### src/rtl/mm_pkg.sv
// Shared types and default dimensions for the gains x states matrix-multiply sequencer.
package mm_pkg;

  localparam int MM_NUM_ROWS = 3;
  localparam int MM_NUM_COLS = 11;

  typedef logic [63:0] fp64_t;

  typedef enum logic [1:0] {
    IDLE  = 2'd0,
    LATCH = 2'd1,
    ISSUE = 2'd2,
    DRAIN = 2'd3
  } mm_state_e;

endpackage

### src/rtl/mm_sample_timer.sv
// Free-running sample timer: one tick per sample_time cycles while enabled.
module mm_sample_timer (
  input  logic        clock,
  input  logic        reset,
  input  logic        enable,
  input  logic [31:0] sample_time,
  output logic        tick
);

  logic [31:0] count_r;
  logic        tick_s;

  // Tick at the end of each period; a period of 0 or 1 ticks every cycle.
  // The >= also recovers when sample_time shrinks below the running count.
  always_comb begin
    tick_s = 1'b0;
    if (!enable) begin
      tick_s = 1'b0;
    end else if (sample_time <= 32'd1) begin
      tick_s = 1'b1;
    end else if (count_r >= (sample_time - 32'd1)) begin
      tick_s = 1'b1;
    end else begin
      tick_s = 1'b0;
    end
  end

  // Period counter, held at zero while disabled and wrapped on each tick.
  always_ff @(posedge clock) begin
    if (!reset) begin
      count_r <= 32'd0;
    end else if (!enable || tick_s) begin
      count_r <= 32'd0;
    end else begin
      count_r <= count_r + 32'd1;
    end
  end

  assign tick = tick_s;

endmodule

### src/rtl/matrix_multiply_ctrl.sv
// Sequences one gains x states multiply per sample tick through a shared pipelined MAC
// and publishes the complete output vector once every row result has returned.
module matrix_multiply_ctrl
  import mm_pkg::*;
#(
  parameter int NUM_ROWS = MM_NUM_ROWS,
  parameter int NUM_COLS = MM_NUM_COLS,
  parameter int GIDX_W   = $clog2(NUM_ROWS * NUM_COLS),
  parameter int SIDX_W   = $clog2(NUM_COLS)
) (
  input  logic                         clock,
  input  logic                         reset,
  input  logic                         enable,
  input  logic [31:0]                  sample_time,
  output logic                         states_latch,
  output logic                         mac_valid,
  input  logic                         mac_ready,
  output logic                         mac_first,
  output logic                         mac_last,
  output logic [GIDX_W-1:0]            gain_idx,
  output logic [SIDX_W-1:0]            state_idx,
  input  logic                         mac_res_valid,
  input  logic [63:0]                  mac_res,
  output logic [NUM_ROWS-1:0][63:0]    output_matrix,
  output logic                         output_valid,
  output logic                         busy,
  output logic                         overrun
);

  localparam int RIDX_W = (NUM_ROWS > 1) ? $clog2(NUM_ROWS) : 1;
  localparam int CNT_W  = $clog2(NUM_ROWS + 1);

  localparam logic [RIDX_W-1:0] LAST_ROW  = RIDX_W'(NUM_ROWS - 1);
  localparam logic [SIDX_W-1:0] LAST_TERM = SIDX_W'(NUM_COLS - 1);
  localparam logic [CNT_W-1:0]  ALL_ROWS  = CNT_W'(NUM_ROWS);

  mm_state_e                 state_r, state_s;
  logic [RIDX_W-1:0]         row_r, row_s;
  logic [SIDX_W-1:0]         term_r, term_s;
  logic [GIDX_W-1:0]         gidx_r, gidx_s;
  logic [CNT_W-1:0]          res_cnt_r, res_cnt_s;
  fp64_t [NUM_ROWS-1:0]      shadow_r, shadow_s;
  fp64_t [NUM_ROWS-1:0]      output_matrix_r;
  logic                      tick_s, hs_s, capture_s, done_s;
  logic                      states_latch_r, mac_valid_r, mac_first_r, mac_last_r;
  logic                      output_valid_r, busy_r, overrun_r;

  mm_sample_timer u_timer (
    .clock       (clock),
    .reset       (reset),
    .enable      (enable),
    .sample_time (sample_time),
    .tick        (tick_s)
  );

  // Result capture into the shadow buffer; the published copy only moves on completion.
  always_comb begin
    capture_s = mac_res_valid && ((state_r == ISSUE) || (state_r == DRAIN))
                && (res_cnt_r < ALL_ROWS);
    res_cnt_s = res_cnt_r;
    shadow_s  = shadow_r;
    if (state_r == LATCH) begin
      res_cnt_s = {CNT_W{1'b0}};
    end else if (capture_s) begin
      res_cnt_s = res_cnt_r + 1'b1;
    end else begin
      res_cnt_s = res_cnt_r;
    end
    for (int i = 0; i < NUM_ROWS; i++) begin
      if (capture_s && (res_cnt_r == CNT_W'(i))) begin
        shadow_s[i] = mac_res;
      end else begin
        shadow_s[i] = shadow_r[i];
      end
    end
    done_s = (state_r == DRAIN) && (res_cnt_s == ALL_ROWS);
  end

  // Sequencer next state and row-major index walk.
  always_comb begin
    state_s = state_r;
    row_s   = row_r;
    term_s  = term_r;
    gidx_s  = gidx_r;
    hs_s    = mac_valid_r && mac_ready;
    case (state_r)
      IDLE: begin
        if (tick_s) begin
          state_s = LATCH;
        end else begin
          state_s = IDLE;
        end
      end
      LATCH: begin
        state_s = ISSUE;
        row_s   = {RIDX_W{1'b0}};
        term_s  = {SIDX_W{1'b0}};
        gidx_s  = {GIDX_W{1'b0}};
      end
      ISSUE: begin
        if (!hs_s) begin
          state_s = ISSUE;
        end else if (term_r != LAST_TERM) begin
          term_s = term_r + 1'b1;
          gidx_s = gidx_r + 1'b1;
        end else if (row_r != LAST_ROW) begin
          term_s = {SIDX_W{1'b0}};
          row_s  = row_r + 1'b1;
          gidx_s = gidx_r + 1'b1;
        end else begin
          state_s = DRAIN;
          term_s  = {SIDX_W{1'b0}};
          row_s   = {RIDX_W{1'b0}};
          gidx_s  = {GIDX_W{1'b0}};
        end
      end
      DRAIN: begin
        if (done_s) begin
          state_s = IDLE;
        end else begin
          state_s = DRAIN;
        end
      end
      default: begin
        state_s = IDLE;
      end
    endcase
  end

  // State, counters and registered outputs; outputs are derived from next-state values
  // so they line up with the state they describe.
  always_ff @(posedge clock) begin
    if (!reset) begin
      state_r         <= IDLE;
      row_r           <= {RIDX_W{1'b0}};
      term_r          <= {SIDX_W{1'b0}};
      gidx_r          <= {GIDX_W{1'b0}};
      res_cnt_r       <= {CNT_W{1'b0}};
      shadow_r        <= {(NUM_ROWS * 64){1'b0}};
      output_matrix_r <= {(NUM_ROWS * 64){1'b0}};
      states_latch_r  <= 1'b0;
      mac_valid_r     <= 1'b0;
      mac_first_r     <= 1'b0;
      mac_last_r      <= 1'b0;
      output_valid_r  <= 1'b0;
      busy_r          <= 1'b0;
      overrun_r       <= 1'b0;
    end else begin
      state_r         <= state_s;
      row_r           <= row_s;
      term_r          <= term_s;
      gidx_r          <= gidx_s;
      res_cnt_r       <= res_cnt_s;
      shadow_r        <= shadow_s;
      if (done_s) begin
        output_matrix_r <= shadow_s;
      end
      states_latch_r  <= (state_s == LATCH);
      mac_valid_r     <= (state_s == ISSUE);
      mac_first_r     <= (state_s == ISSUE) && (term_s == {SIDX_W{1'b0}});
      mac_last_r      <= (state_s == ISSUE) && (term_s == LAST_TERM);
      output_valid_r  <= done_s;
      busy_r          <= (state_s != IDLE);
      overrun_r       <= overrun_r || (tick_s && (state_r != IDLE));
    end
  end

  assign states_latch  = states_latch_r;
  assign mac_valid     = mac_valid_r;
  assign mac_first     = mac_first_r;
  assign mac_last      = mac_last_r;
  assign gain_idx      = gidx_r;
  assign state_idx     = term_r;
  assign output_matrix = output_matrix_r;
  assign output_valid  = output_valid_r;
  assign busy          = busy_r;
  assign overrun       = overrun_r;

endmodule

### config.mk
export PLATFORM = sky130hd
export DESIGN_NAME = matrix_multiply_ctrl
export DESIGN_NICKNAME = d
export VERILOG_FILES = /design/src/rtl/mm_pkg.sv /design/src/rtl/mm_sample_timer.sv /design/src/rtl/matrix_multiply_ctrl.sv
export SDC_FILE = /design/constraint.sdc
export NUM_CORES = 1
export LEC_CHECK = 0
export ABC_AREA = 1
export CORE_MARGIN = 1
export CORE_UTILIZATION = 48
export DETAILED_ROUTE_END_ITERATION = 6
export PLACE_DENSITY_LB_ADDON = 0.1
export REMOVE_ABC_BUFFERS = 1
export SETUP_SLACK_MARGIN = 0.3
export SLEW_MARGIN = 5
export SYNTH_ARGS = -nofsm -noshare
export SYNTH_HDL_FRONTEND = slang
export SYNTH_SLANG_ARGS = --single-unit
### constraint.sdc
create_clock -name clock -period 2.95 [get_ports clock]
set_input_delay 0.59 -clock clock [delete_from_list [all_inputs] [get_ports clock]]
set_output_delay 0.59 -clock clock [all_outputs]
set_load 0.01 [all_outputs]
==> results.cfg, run 1 <==
[floorplan]
core_footprint_mm2 = 0.0366
pin_count = 310
die_area_mm2 = 0.0380
initial_utilization_pct = 48.8
floorplan.rows = 70
chipHeight_um = 195
floorplan.die.width_um = 195

[grt]
globalRouteMet2Util_pct = 39.6
use_met3_pct = 5.92
grt_util_all_layers_pct = 23.5
grt_use_met1_pct = 29.6
largest_net_degree_at_the_start_of_global_routing = 87
grt_overflow = 0
first_global_vias = 14600
antenna_found_initial = 3
grt_first_pass_wirelength_um = 73300
grt_busiest_layer = met2

[final_layout]
final_net_count = 2599
nFillCells = 3064
finish.utilization_pct = 65.9
layout.cells.non_filler = 2958
post_route_cells_drive_above_1_share_pct = 12.8
synthToLayoutAreaGrowth_pct = 35.1

[worst_setup_path]
cp_slowest_stage_delay_ns = 0.28
critPathCaptureType = flip-flop
cpMaxStageDelayCell = sky130_fd_sc_hd__nor4_2
path_max_fanout = 6
cp_cell_sequence = buf_2 -> inv_2 -> ha_4 -> inv_1 -> nor2_1 -> buf_4 -> nand2_2 -> nor4_2 -> buf_4 -> nand3_4 -> nor2_4 -> xor2_1 -> ha_1 -> nand2_1 -> inv_1 -> nand2_1 -> nand2_1 -> a21oi_2 -> o21ai_1 -> nor2_2 -> nand4_1 -> buf_4 -> buf_8 -> nor3b_2
critical_path_required_ns = 3.43
timing.reg2reg.setup_slack_ns = 0.56
cp_data_arrival_time_ns = 3.41
worst_setup_path_start_kind = primary input
worstSetupPathType = in2reg

[job]
max-cap-violations = 0

[hold_path]
min-delay-path-class = reg2reg

[clocking]
cts.clk_slew.worst_paths_ns = 0.06
hold_buffers = 0
root_buffer = sky130_fd_sc_hd__clkbuf_16
h-tree-depth = 2
clock_tree.buffer_depth = 3
cts_inserted_buffers = 45
cts.sinks = 439
insertion_delay_ns = 0.58
clock_tree_from_tritoncts = done

[logic_synthesis]
yosysMostFrequentCell = sky130_fd_sc_hd__dfxtp_1
synth_area_mm2 = 0.0179
synthesized_netlist_cell_count = 2087
netlist_top_cells_area = sky130_fd_sc_hd__dfxtp_1, sky130_fd_sc_hd__mux2i_1, sky130_fd_sc_hd__nand2_1, sky130_fd_sc_hd__nor2_1, sky130_fd_sc_hd__a21oi_1
count_of_flip_flops_with_a_built_in_enable_after_synthesis = 0
ys_top_cells_by_count = sky130_fd_sc_hd__dfxtp_1, sky130_fd_sc_hd__nand2_1, sky130_fd_sc_hd__nor2_1
synth_cell_types = 36
yosysTopAreaCellShare_pct = 49.2
synthesis.area_per_instance_um2 = 8.56
yosys.area.top_type = sky130_fd_sc_hd__dfxtp_1
synth.yosys.seq_area_share_pct = 49.2
yosys_warnings = 0
ys.flop_type = sky130_fd_sc_hd__dfxtp_1
ys_ff_latch = 439
ys_async_sr_fraction_pct = 0

[detailed_routing]
drc = 0
detail-route-antenna-nets = 0
drt-pass1-iter-count = 5
finalWirelength_um = 45000
drt_iter0_drc = 739
route.detailed.wl_per_inst_um = 15.2
via_per_inst = 4.95
via_count = 14600

[placement]
dpl.hpwl_um = 30000
placed_cells_incl_taps = 2854
gp_congestion = 0.805
port_buffers = 309

[timing]
report.final.hold_viol_count = 0
fin_crit_sh_pct = 99.2
maxSlewViolCount = 0
grt_setup_unrepaired = yes
fmax_mhz = 342
finalClockSkew_ns = 0.0223
maxSlewHeadroom_pct = 60.8
min_period_ns = 2.93
setup-violations-final = 0
tightest_slew_ns = 0.583

[status]
outcome = complete, no violations

[power]
power.total_mw = 12.2
power.ir.vdd_worst_mv = 0.566
cellLeakagePower_nw = 10.4
cellPowerDensity_mw_per_mm2 = 504
placed cells by master, fill, tap and decap left out, types with 19 or more instances in the layout:
| cell type | count |
|---|---|
| sky130_fd_sc_hd__a21oi_1 | 211 |
| sky130_fd_sc_hd__buf_4 | 85 |
| sky130_fd_sc_hd__clkbuf_16 | 48 |
| sky130_fd_sc_hd__clkdlybuf4s50_1 | 289 |
| sky130_fd_sc_hd__dfxtp_1 | 439 |
| sky130_fd_sc_hd__ha_1 | 42 |
| sky130_fd_sc_hd__inv_1 | 93 |
| sky130_fd_sc_hd__mux2i_1 | 192 |
| sky130_fd_sc_hd__nand2_1 | 327 |
| sky130_fd_sc_hd__nand3_1 | 19 |
| sky130_fd_sc_hd__nor2_1 | 275 |
| sky130_fd_sc_hd__nor2_2 | 25 |
| sky130_fd_sc_hd__or2_0 | 141 |
| sky130_fd_sc_hd__or2_1 | 21 |
| sky130_fd_sc_hd__or2_2 | 34 |
| sky130_fd_sc_hd__xor2_1 | 29 |
report_power, final:
group | switching [mW] | total [mW] | internal, mW
sequential | 0.00143 | 5.93 | 5.93
combinational | 0.260 | 0.503 | 0.243
clock | 2.32 | 5.73 | 3.41
per-layer routing:
metal | vias to the layer above | part of all wire [%]
met5 | - | 0.062
met4 | 4 | 1.6
met3 | 56 | 5.9
met2 | 258 | 48
met1 | 6872 | 45
li1 | 7457 | -
cell type report:
class | count | area [um^2] | share of cell area (%)
tap | 468 | 586 | 2.43
antenna | 1 | 2.50 | 0.0104
timing repair buffer | 427 | 4270 | 17.7
clock inverter | 10 | 96.3 | 0.399
inverter | 100 | 384 | 1.59
multi-input combinational | 1441 | 8590 | 35.6
sequential | 439 | 8790 | 36.4
clock buffer | 72 | 1430 | 5.92
stage by stage:
stage          hold WS (ns)  setup TNS (ns)  instance area (um^2)  setup slack (ns)
2_1_floorplan         0.430        -1462.63                 17400             -4.14
3_3_place_gp          0.441          -31.48                 22000            -0.893
3_5_place_dp          0.454          -33.76                 22000            -0.964
4_1_cts               0.464               0                 23900            0.0368
5_1_grt               0.475           -3.71                 24100            -0.153
6_report              0.462               0                 24100            0.0223
worst paths after layout:
check              startpoint  cells past startpoint                   to
min          output_matrix[6]                      2     output_matrix[6]
max reg2reg        state_r[0]                     13    output_matrix[32]
max            sample_time[1]                     24  u_timer.count_r[12]
min reg2reg  output_matrix[6]                      2     output_matrix[6]
registers in the layout, summed over array words and instances, names as in the netlist, 2 cells and up:
register / flops
output_matrix: 192
shadow_r: 192
u_timer.count_r: 32
gain_idx: 6
state_idx: 4
res_cnt_r: 2
row_r: 2
state_r: 2
worst max-delay path, delay by kind of cell:
kind            cells  cell delay, ns
simple gates       11            1.17
compound gates      2            0.21
buf+inv             8            0.92
xor+xnor            1            0.15
fa+ha+maj           2            0.37
cell families after synthesis:
group | count (synthesis) | share of synthesized area (%)
simple gates | 915 | 23.0
flops | 439 | 49.2
fa+ha+maj | 44 | 3.08
buf+inv | 207 | 4.73
xor+xnor | 49 | 2.40
mux | 192 | 10.8
compound gates | 241 | 6.86
timing repair:
action	CTS	global route
gates cloned	3	2
endpoints found under the setup margin	39	45
setup buffers	11	5
pin swaps	45	37
gates resized for setup	108	44
Note: power is estimated with default switching activity, not from simulation.
==> inputs of run 2 (changes only) <==
Settings changed: SLEW_MARGIN 5 to 20.
==> results of run 2 <==
The final DEF is identical to that of run 1; final timing and power are the same.
==> inputs of run 3 (changes only) <==
Settings changed: GPL_ROUTABILITY_DRIVEN from default to 0.
==> results.cfg, run 3 (synthesis results as in run 1) <==
[grt]
antenna_found_initial = 3
largest_net_degree_at_the_start_of_global_routing = 111
grt_use_met1_pct = 29.1
grt_busiest_layer = met2
first_global_vias = 14400
globalRouteMet2Util_pct = 38.5
grt_overflow = 0
use_met3_pct = 5.40
grt_util_all_layers_pct = 23.0
grt_first_pass_wirelength_um = 71900

[power]
cellPowerDensity_mw_per_mm2 = 504
power.ir.vdd_worst_mv = 0.376
cellLeakagePower_nw = 10.4

[clocking]
root_buffer = sky130_fd_sc_hd__clkbuf_16
cts.sinks = 439
h-tree-depth = 2
clock_tree_from_tritoncts = done
cts_inserted_buffers = 45
clock_tree.buffer_depth = 3
insertion_delay_ns = 0.55
cts.clk_slew.worst_paths_ns = 0.06

[timing]
setup-violations-final = 11
grt_setup_unrepaired = yes
timing.final.ws_setup_ns = -0.0281
fin_tns_setup_ns = -0.159
report.final.hold_viol_count = 0
finalClockSkew_ns = 0.0185
fmax_mhz = 336
tightest_slew_ns = 0.562
fin_crit_sh_pct = 101
maxSlewViolCount = 0
min_period_ns = 2.98
maxSlewHeadroom_pct = 62.2

[detailed_routing]
finalWirelength_um = 44400
drt-pass1-iter-count = 4
route.detailed.wl_per_inst_um = 14.9
drc = 0
detail-route-antenna-nets = 0
via_count = 14800
via_per_inst = 4.97
drt_iter0_drc = 690

[placement]
port_buffers = 309
placed_cells_incl_taps = 2857
dpl.hpwl_um = 29600

[hold_path]
worstHoldPathCells = 2
min-delay-path-class = reg2reg
worstHoldStart = output_matrix[188]

[job]
max-cap-violations = 0

[worst_setup_path]
timing.reg2reg.setup_slack_ns = 0.59
reg2reg_to = output_matrix[142]
critPathCaptureType = flip-flop
path_max_fanout = 5
timing.critical_path.to = u_timer.count_r[12]
worstSetupPathType = in2reg
cpMaxStageDelayCell = sky130_fd_sc_hd__ha_1
cp_data_arrival_time_ns = 3.44
reg2reg_from = state_r[0]
worst-r2r-cell-count = 13
worst_setup_path_start_kind = primary input
cp_slowest_stage_delay_ns = 0.18
cp_cell_sequence = buf_4 -> inv_4 -> buf_4 -> buf_4 -> buf_4 -> buf_4 -> buf_4 -> buf_4 -> buf_4 -> buf_4 -> buf_4 -> buf_4 -> buf_4 -> buf_4 -> ha_1 -> nor2_2 -> nor2_1 -> nand3_1 -> o21ai_1 -> nor2_2 -> nand4_1 -> buf_6 -> buf_6 -> nor3b_2
cell_repeated_most_along_the_worst_path = sky130_fd_sc_hd__buf_4
critical_path_required_ns = 3.41
startpoint = sample_time[1]

[final_layout]
final_net_count = 2611
mostFrequentLayoutCell = sky130_fd_sc_hd__dfxtp_1
post_route_cells_drive_above_1_share_pct = 13.0
synthToLayoutAreaGrowth_pct = 35.5
layout_common_cells = sky130_fd_sc_hd__dfxtp_1, sky130_fd_sc_hd__nand2_1, sky130_fd_sc_hd__clkdlybuf4s50_1
layout.cells.non_filler = 2972

[status]
outcome = complete, but fails checks
violated_checks = negative setup slack

[floorplan]
floorplan.die.width_um = 195
core_footprint_mm2 = 0.0366
floorplan.rows = 70
initial_utilization_pct = 48.8
pin_count = 310
die_area_mm2 = 0.0380
chipHeight_um = 195
==> run 3: changes by cell type in the layout (fill, tap and decap cells not counted), sizes merged <==
cell | before | now
buf | 123 | 136
clkbuf | 74 | 66
dlymetal6s2s | 5 | 0
clkinv | 8 | 12
bufinv | 1 | 4
clkdlybuf4s50 | 289 | 292
diode | 1 | 3
clkdlybuf4s15 | 0 | 1
clkinvlp | 1 | 2
dlygate4sd2 | 8 | 9
inv | 100 | 99
==> run 3: power by group <==
part	internal [mW]	switching [mW]
clock network	3.44	2.31
registers	5.93	0.00134
logic	0.262	0.263
total	9.63	2.57
==> run 3: cell type report <==
cell class	instances	area, um^2
Fill cell	3056	12400
Sequential cell	439	8790
Multi-Input combinational cell	1441	8580
Timing Repair Buffer	439	4350
Clock buffer	65	1310
Tap cell	468	586
Inverter	100	392
Clock inverter	17	201
Antenna cell	3	7.51
==> run 3: per-layer routing <==
layer	share of wire [%]	wire [um]	vias up
li1	-	-	7475
met1	44	19800	6936
met2	47	21100	299
met3	5.9	2630	70
met4	2.1	954	2
met5	0.025	11	-
==> run 3: worst max-delay path: cells and delay by family <==
| family | cells | cell delay (ns) |
|---|---|---|
| buffers and inverters | 16 | 1.90 |
| adders and majority gates | 1 | 0.18 |
| AOI/OAI and AO/OA | 1 | 0.09 |
| and+or+nand+nor | 6 | 0.71 |
==> run 3: how the worst min path moves through the flow <==
stage,end,slack [ns]
3_3_place_gp,u_timer.count_r[0],0.44
4_1_cts,output_matrix[188],0.46
2_1_floorplan,u_timer.count_r[0],0.43
3_5_place_dp,output_matrix[188],0.45
6_report,output_matrix[188],0.46
5_1_grt,output_matrix[179],0.48
==> run 3: what timing repair did <==
action                     CTS  global route
pin swaps                   35            29
gates cloned                 3             0
resized for setup           95            52
hold buffers                 0             0
setup endpoints to repair   39            39
setup buffers               23             4
==> run 3: through the flow <==
stage	hold WS [ns]	power, mW	setup slack (ns)	utilization (%)	cell area, um^2
floorplan	0.430	6.20	-4.14	-	17400
global placement	0.441	6.52	-0.843	60.4	22100
detailed placement	0.454	6.53	-0.946	60.4	22100
CTS	0.463	12.3	0.0688	65.5	24000
global route	0.475	12.6	-0.173	66.1	24200
finish	0.461	12.2	-0.0281	66.1	24200
